## config.mk

```make
export PLATFORM = sky130hd
export DESIGN_NAME = led_pwm_fader
export DESIGN_NICKNAME = d
export VERILOG_FILES = /design/src/rtl/led_pwm_fader.sv
export SDC_FILE = /design/constraint.sdc
export NUM_CORES = 1
export LEC_CHECK = 0
export CAP_MARGIN = 10
export CORE_ASPECT_RATIO = 1.25
export CORE_MARGIN = 5
export CORE_UTILIZATION = 50
export CTS_CLUSTER_SIZE = 14
export DETAILED_ROUTE_END_ITERATION = 16
export PLACE_DENSITY_LB_ADDON = 0.05
export SLEW_MARGIN = 10
export SYNTH_ARGS = -nofsm -noshare
export SYNTH_HDL_FRONTEND = slang
export SYNTH_SLANG_ARGS = --single-unit
```

## constraint.sdc

```tcl
create_clock -name clk_25mhz -period 10.4 [get_ports clk_25mhz]
set_input_delay 2.6 -clock clk_25mhz [delete_from_list [all_inputs] [get_ports clk_25mhz]]
set_output_delay 2.6 -clock clk_25mhz [all_outputs]
set_load 0.01 [all_outputs]
```

## src/rtl/led_pwm_fader.sv

```systemverilog
// led_pwm_fader: four 8-bit PWM LED channels whose levels are set over a valid/ready
// command port and applied only at PWM period boundaries. Build macro LED_PWM_FADE_EN
// enables a per-period one-step fade toward each target; undefined means levels jump.
module led_pwm_fader #(
  parameter int unsigned PRESCALE = 98
) (
  input  logic       clk_25mhz,
  input  logic       reset,
  input  logic       cmd_valid,
  output logic       cmd_ready,
  input  logic [1:0] cmd_led,
  input  logic [7:0] cmd_level,
  output logic [3:0] led,
  output logic       busy
);
  localparam int unsigned PW = (PRESCALE > 1) ? $clog2(PRESCALE) : 1;
  localparam logic [PW-1:0] PRE_LAST = PW'(PRESCALE - 1);

  typedef enum logic {ST_IDLE = 1'b0, ST_PENDING = 1'b1} state_e;

  state_e        state_q, state_d;
  logic [PW-1:0] pre_cnt_q, pre_cnt_d;
  logic [7:0]    pwm_cnt_q, pwm_cnt_d;
  logic [1:0]    hold_led_q, hold_led_d;
  logic [7:0]    hold_level_q, hold_level_d;
  logic [7:0]    target_q [4];
  logic [7:0]    target_d [4];
  logic [7:0]    cur_q [4];
  logic [7:0]    cur_d [4];
  logic [3:0]    led_q, led_d;
  logic          busy_q, busy_d;
  logic          tick, boundary;

  always_comb begin
    tick      = (pre_cnt_q == PRE_LAST);
    boundary  = tick && (pwm_cnt_q == 8'hff);
    pre_cnt_d = tick ? '0 : pre_cnt_q + PW'(1);
    pwm_cnt_d = tick ? pwm_cnt_q + 8'd1 : pwm_cnt_q;
  end

  // Handshake: a command transfers on any rising edge where cmd_valid && cmd_ready;
  // cmd_ready is low while a command waits for its boundary, and the sender must hold
  // cmd_valid and its payload stable until the transfer edge.
  always_comb begin
    state_d      = state_q;
    hold_led_d   = hold_led_q;
    hold_level_d = hold_level_q;
    cmd_ready    = 1'b0;
    for (int i = 0; i < 4; i++) target_d[i] = target_q[i];
    case (state_q)
      ST_IDLE: begin
        cmd_ready = 1'b1;
        if (cmd_valid) begin
          hold_led_d   = cmd_led;
          hold_level_d = cmd_level;
          state_d      = ST_PENDING;
        end
      end
      ST_PENDING: begin
        if (boundary) begin
          target_d[hold_led_q] = hold_level_q;
          state_d              = ST_IDLE;
        end
      end
      default: state_d = ST_IDLE;
    endcase
  end

  // cur follows the pre-write targets, so a freshly written target shows one period later.
  always_comb begin
    for (int i = 0; i < 4; i++) begin
      cur_d[i] = cur_q[i];
      if (boundary) begin
`ifdef LED_PWM_FADE_EN
        if (cur_q[i] < target_q[i]) cur_d[i] = cur_q[i] + 8'd1;
        else if (cur_q[i] > target_q[i]) cur_d[i] = cur_q[i] - 8'd1;
`else
        cur_d[i] = target_q[i];
`endif
      end
      led_d[i] = (pwm_cnt_q < cur_q[i]);
    end
  end

  always_comb begin
    busy_d = (state_q == ST_PENDING);
    for (int i = 0; i < 4; i++) begin
      if (cur_q[i] != target_q[i]) busy_d = 1'b1;
    end
  end

  always_ff @(posedge clk_25mhz or posedge reset) begin
    if (reset) begin
      state_q      <= ST_IDLE;
      pre_cnt_q    <= '0;
      pwm_cnt_q    <= '0;
      hold_led_q   <= '0;
      hold_level_q <= '0;
      led_q        <= '0;
      busy_q       <= 1'b0;
      for (int i = 0; i < 4; i++) begin
        target_q[i] <= '0;
        cur_q[i]    <= '0;
      end
    end else begin
      state_q      <= state_d;
      pre_cnt_q    <= pre_cnt_d;
      pwm_cnt_q    <= pwm_cnt_d;
      hold_led_q   <= hold_led_d;
      hold_level_q <= hold_level_d;
      led_q        <= led_d;
      busy_q       <= busy_d;
      for (int i = 0; i < 4; i++) begin
        target_q[i] <= target_d[i];
        cur_q[i]    <= cur_d[i];
      end
    end
  end

  assign led  = led_q;
  assign busy = busy_q;

endmodule

```

==> out/results.tsv <==
stage	metric	value	unit
placed_design	HPWL after detailed placement	6.51	mm
cts	CTS root buf	sky130_fd_sc_hd__clkbuf_16	
power	leakage dissipation	2.69	nW
power	cell area power density	141	nW/um^2
min_path	number of cells on the worst hold path	1	
logic_synthesis	Netlist cell types	34	
final_layout	share of the core filled with cells in the final layout	58.0	%
die	DIE HEIGHT	119	um
grt	initial antenna violation count	0	
worst_setup_path	number of cells on the worst reg-to-reg path	7	
die	cell row count	39	
logic_synthesis	area share of the leading cell type in the synthesized netlist	50.5	%
placed_design	weighted congestion at the end of routability-driven global placement	0.797	
sta	number of max-slew violations in the final report	0	
sta	unrepaired setup endpoints after global routing	no	
detailed_routing	drt wl/cell	17.8	um
worst_setup_path	Worst Setup Start Kind	flip-flop	
run	Max-cap violations	0	
detailed_routing	first drt pass iteration count	4	
logic_synthesis	count of mapped cells out of synthesis	359	
die	overall die width	96.8	um
cts	clock latency at the later pin of the worst-skew pair	0.34	ns
sta	Setup violations, final	0	
min_path	Hold WC Path Type	reg2reg	
grt	via count of the first global-routing pass	2839	
logic_synthesis	top cells by area, synth	sky130_fd_sc_hd__dfrtp_1, sky130_fd_sc_hd__mux2_2, sky130_fd_sc_hd__ha_1, sky130_fd_sc_hd__xor2_1, sky130_fd_sc_hd__inv_1	
placed_design	count of input and output buffers	18	
worst_setup_path	required time of the critical path	7.80	ns
cts	count of hold-fix buffers inserted at cts	0	
grt	global-route wire length before repair	15.2	mm
cts	# H-tree levels	3	
final_layout	number of inserted diodes	0	
sta	Tcrit/Tclk final	38.8	%
power	Max IR drop VDD	0.000101	V
sta	post-layout min period	4.03	ns
cts	setup fix buffers added after clock tree synthesis	0	
detailed_routing	number of nets with antenna violations after routing	0	
grt	aggregate global routing overflow	0	
worst_setup_path	CP Capture Type	output pin	
sta	Worst Max-Slew Pin Slew	0.867	ns
grt	largest net degree at the start of global routing	62	
grt	total routing resource utilization after global routing	17.1	%
cts	total CTS buffers	9	
die	starting density of the core	51.4	%
worst_setup_path	maximum fanout along the worst path	7	
die	Std-Cell Core Area	9170	um^2
worst_setup_path	Crit path arrival time	1.43	ns
detailed_routing	vias	2706	
final_layout	fraction of final layout cells with drive strength greater than 1	25.6	%
cts	count of instances resized after the clock tree is built	0	
worst_setup_path	worst setup path class	reg2out	
logic_synthesis	count of synthesis-stage warnings from yosys	0	
cts	register clock-pin slew on the reported worst setup and hold paths	0.06	ns
run_status	run status	finished clean	
logic_synthesis	post-synthesis area per instance	13.1	um^2
sta	Hold Vio Cnt, Final	0	
detailed_routing	Remaining DRCs	0	
detailed_routing	total length of routed wires	9.16	mm
cts	clock sink total	95	
die	Die Footprint	11500	um^2
detailed_routing	via/cell ratio	5.26	
sta	clk_skew	0.00668	ns
logic_synthesis	Synth Net Count	403	
final_layout	final-layout fill cell count	817	
power	Design Power	0.750	mW
logic_synthesis	Seq/Total Area, Yosys	50.5	%
final_layout	Area Overhead vs Synth	13.0	%
sta	final sum of negative setup slack	0	ns
worst_setup_path	worst reg-to-reg setup slack	7.41	ns
logic_synthesis	most area-hungry cell type in the Yosys netlist	sky130_fd_sc_hd__dfrtp_1	
detailed_routing	Detailed Route Iter0 Violations	63	
cts	maximum clock path buffer count	2	
die	I/O Pins	19	
sta	Relative slew margins	42.0	%
cts	TritonCTS clock tree	built	
logic_synthesis	count of state elements after synthesis	95	
logic_synthesis	Mapped Area	4710	um^2
sta	Max Fclk	248	MHz
final_layout	Layout Nets	430	
==> cells in the final DEF (no fill, tap or decap), types with 2 or more instances in the layout <==
cell and instances:
sky130_fd_sc_hd__and2_1 3, sky130_fd_sc_hd__and3_1 7, sky130_fd_sc_hd__o2111ai_1 3, sky130_fd_sc_hd__nand2b_1 5, sky130_fd_sc_hd__nor3b_4 2, sky130_fd_sc_hd__clkbuf_1 2, sky130_fd_sc_hd__ha_1 31, sky130_fd_sc_hd__nand2_1 3
sky130_fd_sc_hd__clkbuf_16 9, sky130_fd_sc_hd__xor2_1 32, sky130_fd_sc_hd__nor4_1 7, sky130_fd_sc_hd__inv_1 31, sky130_fd_sc_hd__a221oi_1 3, sky130_fd_sc_hd__mux2_2 74, sky130_fd_sc_hd__clkbuf_8 2, sky130_fd_sc_hd__a211o_1 3
sky130_fd_sc_hd__clkdlybuf4s50_1 18, sky130_fd_sc_hd__nor2_1 7, sky130_fd_sc_hd__nand3_1 7, sky130_fd_sc_hd__xnor2_1 12, sky130_fd_sc_hd__buf_4 3, sky130_fd_sc_hd__a21o_1 10, sky130_fd_sc_hd__nand4_1 5, sky130_fd_sc_hd__dfrtp_1 95
sky130_fd_sc_hd__clkinv_2 2
==> layout make-up <==
type / instances / area (um^2) / area share, %
flip-flops and latches: 95 / 2380 / 44.6
multi-input cells: 226 / 2190 / 41.1
clock buffers: 13 / 260 / 4.89
repair buffers: 21 / 203 / 3.81
well taps: 123 / 154 / 2.89
inverters: 33 / 126 / 2.37
clock inverters: 3 / 17.5 / 0.329
==> power breakdown <==
part	switching (mW)	total, mW	internal [mW]
clock network	0.132	0.307	0.174
registers	0.0250	0.410	0.385
logic	0.0130	0.0335	0.0204
==> flip-flops by register name (all words and copies together) (netlist names) <==
| register | cells |
|---|---|
| busy | 1 |
| cur_q | 32 |
| hold_led_q | 2 |
| hold_level_q | 8 |
| led | 4 |
| pre_cnt_q | 7 |
| pwm_cnt_q | 8 |
| state_q | 1 |
| target_q | 32 |
==> cells in the mapped netlist, drive strengths merged <==
| master | count |
|---|---|
| a211o | 3 |
| a211oi | 1 |
| a21o | 10 |
| a21oi | 1 |
| a221oi | 3 |
| and2 | 3 |
| and3 | 7 |
| and4 | 1 |
| buf | 5 |
| dfrtp | 95 |
| ha | 31 |
| inv | 33 |
| mux2 | 75 |
| nand2 | 3 |
| nand2b | 5 |
| nand3 | 8 |
| nand4 | 6 |
| nand4bb | 1 |
| nor2 | 7 |
| nor2b | 1 |
| nor3 | 1 |
| nor3b | 2 |
| nor4 | 8 |
| nor4b | 1 |
| o2111ai | 3 |
| o31a | 1 |
| xnor2 | 12 |
| xor2 | 32 |
==> per-layer routing <==
layer,vias to the layer above,track usage [%],part of all wire [%]
met5,-,0,0
met4,0,7.64,2.0
met3,13,3.01,1.9
met2,21,27.3,48
met1,1349,22.9,48
li1,1323,-,-
==> per-stage QoR <==
stage	instance area [um^2]	hold WS [ns]	worst slack, ns	std cells
after CTS	5330	0.502	6.34	514
final	5330	0.499	6.37	514
after global routing	5330	0.543	6.29	514
after floorplan	4710	0.461	5.32	359
after global placement	5050	0.486	6.23	498
after detailed placement	5050	0.489	6.21	498
==> final timing paths <==
check / from / to
min in group asynchronous: reset / pre_cnt_q[0]
worst min register to register: pre_cnt_q[4] / pre_cnt_q[4]
max in group asynchronous: reset / cur_q[19]
worst max register to register: pre_cnt_q[1] / target_q[31]
worst min-delay path: pre_cnt_q[4] / pre_cnt_q[4]
worst max-delay path: state_q / cmd_ready
==> worst max-delay path, stage by stage (launching register included) <==
cell and delay, ns:
sky130_fd_sc_hd__dfrtp_1 0.47, sky130_fd_sc_hd__inv_1 0.09, sky130_fd_sc_hd__clkdlybuf4s50_1 0.53
==> logic make-up after synthesis <==
kind of cell             synth area share, %
flip-flops                              50.5
multiplexers                            17.9
AND/OR/NAND/NOR                         8.36
AO/OA/AOI/OAI                           3.72
XOR/XNOR                                8.18
buffers and inverters                   3.13
adder cells (fa/ha/maj)                 8.23
(Power assumes the default switching activity.)
